## src/rtl/port_in_debounce.sv

```systemverilog
// Per-bit synchronize-and-debounce input port with sticky edge flags, mask and interrupt.
// Optional falling-edge flags are built when PORTI_FALLING_EDGE_EN is defined.
module port_in_debounce #(
    parameter int unsigned WIDTH   = 32,
    parameter int unsigned DEB_LEN = 4
) (
    input  logic             clk,
    input  logic             reset,
    input  logic [WIDTH-1:0] raw,
    input  logic             tick,
    input  logic [1:0]       addr,
    input  logic             wr,
    input  logic [WIDTH-1:0] wdata,
    output logic [WIDTH-1:0] rdata,
    output logic [WIDTH-1:0] stable,
    output logic             irq
);

    localparam int unsigned CNT_W = (DEB_LEN > 1) ? $clog2(DEB_LEN) : 1;
    localparam logic [CNT_W-1:0] CNT_MAX = CNT_W'(DEB_LEN - 1);

    logic [WIDTH-1:0]            sync1_q;
    logic [WIDTH-1:0]            sync2_q;
    logic [WIDTH-1:0]            stable_q;
    logic [WIDTH-1:0]            stable_d;
    logic [WIDTH-1:0]            rise_q;
    logic [WIDTH-1:0]            rise_d;
    logic [WIDTH-1:0]            mask_q;
    logic [WIDTH-1:0]            mask_d;
    logic [WIDTH-1:0]            fall_vis;
    logic [WIDTH-1:0][CNT_W-1:0] cnt_q;
    logic [WIDTH-1:0][CNT_W-1:0] cnt_d;
    logic [WIDTH-1:0]            differ;
    logic [WIDTH-1:0]            at_max;
    logic [WIDTH-1:0]            flip;
    logic [WIDTH-1:0]            set_rise;
    logic                        irq_q;
    logic                        irq_d;
    logic                        wr_rise;
    logic                        wr_mask;

    // Per-bit run counter: any agreeing tick restarts it, the DEB_LEN-th differing tick flips the bit.
    for (genvar g = 0; g < int'(WIDTH); g++) begin : g_bit
        assign differ[g] = sync2_q[g] ^ stable_q[g];
        assign at_max[g] = (cnt_q[g] == CNT_MAX);
        assign flip[g]   = tick & differ[g] & at_max[g];
        assign cnt_d[g]  = !tick                    ? cnt_q[g] :
                           (!differ[g] || at_max[g]) ? '0       :
                                                       cnt_q[g] + CNT_W'(1);
    end

    assign stable_d = stable_q ^ flip;
    assign set_rise = flip & sync2_q;

    assign wr_rise = wr && (addr == 2'd1);
    assign wr_mask = wr && (addr == 2'd3);

    // Sticky flags: a set in the same cycle as its write-1-clear wins.
    assign rise_d = (rise_q & ~(wr_rise ? wdata : '0)) | set_rise;
    assign mask_d = wr_mask ? wdata : mask_q;
    assign irq_d  = |((rise_q | fall_vis) & mask_q);

`ifdef PORTI_FALLING_EDGE_EN
    logic [WIDTH-1:0] fall_q;
    logic [WIDTH-1:0] fall_d;
    logic             wr_fall;

    assign wr_fall  = wr && (addr == 2'd2);
    assign fall_d   = (fall_q & ~(wr_fall ? wdata : '0)) | (flip & ~sync2_q);
    assign fall_vis = fall_q;

    always_ff @(posedge clk) begin
        if (reset) begin
            fall_q <= '0;
        end else begin
            fall_q <= fall_d;
        end
    end
`else
    assign fall_vis = '0;
`endif

    always_ff @(posedge clk) begin
        if (reset) begin
            sync1_q  <= '0;
            sync2_q  <= '0;
            stable_q <= '0;
            cnt_q    <= '0;
            rise_q   <= '0;
            mask_q   <= '0;
            irq_q    <= 1'b0;
        end else begin
            sync1_q  <= raw;
            sync2_q  <= sync1_q;
            stable_q <= stable_d;
            cnt_q    <= cnt_d;
            rise_q   <= rise_d;
            mask_q   <= mask_d;
            irq_q    <= irq_d;
        end
    end

    // Combinational register read.
    always_comb begin
        rdata = '0;
        case (addr)
            2'd0:    rdata = stable_q;
            2'd1:    rdata = rise_q;
            2'd2:    rdata = fall_vis;
            default: rdata = mask_q;
        endcase
    end

    assign stable = stable_q;
    assign irq    = irq_q;

endmodule

```

## config.mk

```make
export PLATFORM = sky130hd
export DESIGN_NAME = port_in_debounce
export DESIGN_NICKNAME = d
export VERILOG_FILES = /design/src/rtl/port_in_debounce.sv
export SDC_FILE = /design/constraint.sdc
export NUM_CORES = 1
export LEC_CHECK = 0
export CAP_MARGIN = 20
export CORE_MARGIN = 10
export CORE_UTILIZATION = 53
export DETAILED_ROUTE_END_ITERATION = 10
export PLACE_DENSITY_LB_ADDON = 0.15
export SLEW_MARGIN = 10
export SYNTH_ARGS = -nofsm -noshare
export SYNTH_HDL_FRONTEND = slang
export SYNTH_SLANG_ARGS = --single-unit
```

## constraint.sdc

```tcl
create_clock -name clk -period 1.45 [get_ports clk]
set_clock_uncertainty 0.15 [all_clocks]
set_input_delay 0.29 -clock clk [delete_from_list [all_inputs] [get_ports clk]]
set_output_delay 0.29 -clock clk [all_outputs]
set_load 0.05 [all_outputs]
```

# --- Yosys cells after proc, flatten, opt, wreduce, memory -nomap -nowiden ---
# Index checks and enable logic that the tools add are counted.
totals:
  register_bits: 225
  input_bits: 70
  out_inout_bits: 65
  word_cells: 309
classes:
  add_sub_neg: 32
  n_eq_ne: 35
  muxes: 34
  n_bitwise: 102
  n_reduce_logical: 68
op_table:
  columns: ["operator", "count"]
  rows:
  - ["32-bit AND", 3]
  - ["32-bit case mux with 3 select lines", 1]
  - ["2-bit equality test (second input constant)", 34]
  - ["2-bit by 1-bit adder with 2-bit output (second input constant)", 32]
  - ["1-bit AND", 64]
  - ["2-bit two-way mux", 32]
  - ["1-bit logical NOT", 32]
  - ["1-bit logical OR", 32]
  - ["32-bit two-way mux", 1]
  - ["32-bit inverter", 1]
  - ["32-bit bitwise OR", 1]
  - ["32-bit OR reduction", 1]
  - ["1-bit XOR", 32]
  - ["32-bit XOR", 1]
  - ["2-bit by 1-bit equality test with 1-bit output (second input constant)", 1]
  - ["1-bit logical AND", 2]
  - ["2-bit logical NOT", 1]

# --- Depth between registers and ports, before layout ---
depth:
  depth_word: 6
  mapped_depth: 6
  ltp_nobuf: 4

# --- Worst setup path before layout ---
# OpenSTA, ideal clock, no wires.
synth_path:
  kind: "register -> output"
  start: "register stable_q[0], in the netlist stable[0]"
  end: "output rdata[0]"
  t_arrival_ps: 1905
  required_time_ps: 1010
  slack_ps: -895
  stages_incl_launch_ff: 3
  n_path_buf: 0
  cell_sequence: "dfxtp_1 > mux2i_1 > o21ai_0"
synth_between:
  elab_chain_cells: 1
synth_rtl:
  columns: ["item", "line", "text"]
  rows:
  - ["start: declaration", "24", "logic [WIDTH-1:0] stable_q;"]
  - ["start signal: assignment", "95", "stable_q <= stable_d;"]
  - ["32-bit case mux with 3 select lines", "106", "case (addr)"]
  - ["end: declaration", "14", "output logic [WIDTH-1:0] rdata,"]
# Every way passes these cells.

# --- Worst setup path in the final report ---
layout_path:
  start: "register rise_q[12]"
  end: "output rdata[12]"
layout_between:
  elab_chain_cells: 1
layout_rtl:
  columns: ["item", "line", "text"]
  rows:
  - ["start: declaration", "26", "logic [WIDTH-1:0] rise_q;"]
  - ["start signal: assignment", "97", "rise_q <= rise_d;"]
  - ["32-bit case mux with 3 select lines", "106", null]
# Every way passes these cells.

==> flow_metrics.tcl <==
set metrics [dict create \
    synth_cells 1122 \
    gr-usage-met2_pct 36.6 \
    root_buffer "clkbuf_16" \
    num_vias 9427 \
    use_met3_pct 5.59 \
    start_kind "flop" \
    nNetsFinal 1439 \
    synth.top_cell.area_share_pct 45.5 \
    dieArea_um2 24500 \
    grtUsageMet1_pct 32.6 \
    netlist_area_um2 9890 \
    wl_um 33800 \
    fin_util_pct 83.8 \
    status "finished, violations left" \
    setup_tns_ns -13.55 \
    min_path_type "in -> reg" \
    start_util_pct 54.5 \
    leakagePower_nw 5.50 \
    firstDrtPassIters 5 \
    worstPathRequired_ns 1.01 \
    rows 49 \
    period_needed_ns 1.85 \
    ioPinCount 135 \
    grt_overflow 0 \
    clkSlewWorstSetupHoldPaths_ns 0.06 \
    setup_viol_count_final 76 \
    synth_top_cell_by_area "dfxtp_1" \
    min_period_over_period_pct 128 \
    gr-max-usage-layer "met2" \
    drc_errors 0 \
    worst_slack_ns -0.403 \
    die_y_um 157 \
    drt_iter0_drc 1005 \
    relSlewSlack_pct 70.1 \
    wire_per_inst_um 21.4 \
    final-hold-violation-count 0 \
    cts_buffers 23 \
    synth_seq_cells 225 \
    diodes 0 \
    grt_pass1_vias 8531 \
    htreeDepth 1 \
    clk_path_buf_depth 3 \
    synthToLayoutAreaGrowth_pct 53.7 \
    gp_congestion 0.941 \
    dp_hpwl_um 19400 \
    maxSlewViolCount 0 \
    fillers 880 \
    cts_sinks 225 \
    grt_usage_pct 23.9 \
    die_w_um 157 \
    violations "setup timing" \
    grt_pass1_wl_um 46900 \
    core_um2 18100 \
    clk_latency_ns 0.51 \
    tightest_slew_ns 0.448 \
    setup.worst_path.class "reg -> out" \
    power_mw 13.4 \
    portBuffers 134 \
    syn-mean-instance-area_um2 8.82 \
    end_kind "output port" \
    layout-drive-gt1-share_pct 32.2 \
    drv_cap 0 \
    fmax_mhz 540 \
    power_density_nw_per_um2 885 \
    avgViaCountPerCell 5.96 \
    ant_nets 0 \
    synthTopCellsByArea "dfxtp_1 (46%), nand2_1 (7.3%), nor2b_1 (6.1%), a21oi_1 (4.9%), ha_1 (4.0%)" \
    syn-num-nets 1224 \
    netlist-cell-type-count 26 \
    worstPathMaxFanout 2 \
    cts_tree "done" \
    peakVddDrop_uv 876 \
    rsz0062_at_grt "true" \
    cp.arrival_ns 1.41 \
    yosysWarnings 0 \
    antenna_found_initial 1 \
    grt_max_degree 66 \
    synth_seq_area_share_pct 45.5 \
    pre_cts_ws_ns -0.326 \
]
worst max-delay path, stage by stage (launching register included):
cell	delay, ns
dfxtp_2	0.33
buf_6	0.12
mux2i_4	0.20
o21ai_4	0.09
buf_12	0.16
state kept, by name (all words and copies together), names as in the netlist:
| signal | count |
|---|---|
| sync1_q | 32 |
| cnt_q | 64 |
| irq | 1 |
| mask_q | 32 |
| rise_q | 32 |
| sync2_q | 32 |
| stable | 32 |
layer usage:
layer / part of all wire [%] / up-vias
li1: - / 4290
met1: 39 / 4438
met2: 45 / 590
met3: 12 / 107
met4: 4.1 / 2
met5: 0.044 / -
power by group:
group	total [mW]	switching (mW)	internal [mW]
registers	6.34	0.114	6.23
clock network	5.99	2.41	3.58
logic	1.12	0.585	0.533
final timing paths:
| check | cells past startpoint | slack (ns) | end | start |
|---|---|---|---|---|
| worst min register to register | 1 | 0.28 | sync2_q[16]$_SDFF_PP0_ | sync1_q[16]$_SDFF_PP0_ |
| worst min-delay path | 4 | 0.03 | stable[8]$_SDFF_PP0_ | tick |
| worst max-delay path | 4 | -0.40 | rdata[12] | rise_q[12]$_SDFF_PP0_ |
| worst max register to register | 5 | -0.14 | irq$_SDFF_PP0_ | rise_q[12]$_SDFF_PP0_ |
placed cells by master, fill, tap and decap left out, drive strengths merged, types with 16 or more instances in the layout:
cell type / instances
a21oi: 96
a22oi: 16
and2: 33
buf: 194
clkbuf: 33
clkdlybuf4s50: 65
dfxtp: 225
ha: 32
inv: 66
mux2i: 32
nand2: 192
nand3: 33
nand4b: 32
nor2b: 96
nor4b: 32
o21a: 32
o21ai: 64
o32ai: 32
xnor2: 32
Yosys cell counts, drive strengths merged:
| cell type | number |
|---|---|
| a22oi | 16 |
| nand4 | 4 |
| clkbuf | 27 |
| xnor2 | 32 |
| and3 | 1 |
| nor2b | 96 |
| dfxtp | 225 |
| and2 | 33 |
| o21a | 32 |
| buf | 44 |
| o32ai | 32 |
| nand3b | 1 |
| nor4b | 32 |
| o41a | 1 |
| nand3 | 33 |
| inv | 65 |
| nand4b | 32 |
| o21ai | 64 |
| mux2i | 32 |
| nand2 | 192 |
| ha | 32 |
| a21oi | 96 |
metrics by stage:
step	area (um2)	hold slack, ns	std cells
after global placement	12800	0.269	1461
final	15200	0.0292	1583
after global routing	15200	0.0412	1583
after CTS	14800	0.0183	1571
after floorplan	10500	0.264	1122
after detailed placement	12800	0.270	1461
kinds of logic after synthesis:
family          Yosys count  synth area share [%]
compound gates          241                  14.7
xor+xnor                 32                  2.83
fa+ha+maj                32                  4.05
buf+inv                 136                  6.48
flops                   225                  45.5
mux                      32                  3.24
simple gates            424                  23.2
cell type report:
type                       count  area (um2)  area share (%)
sequential                   225        4710            31.0
clock buffer                  32         669            4.40
tap                          229         287            1.88
clock inverter                10         106           0.699
timing repair buffer         261        3290            21.6
multi-input combinational    761        5900            38.8
inverter                      65         244            1.60
what timing repair did:
item                       CTS  global route
pin swaps                   23            26
gates resized for setup    178            62
hold buffers                 1             0
gates cloned                 0             0
setup endpoints to repair   65            94
hold endpoints to repair     1             0
buffers inserted            68            23
Note: power is estimated with default switching activity, not from simulation.
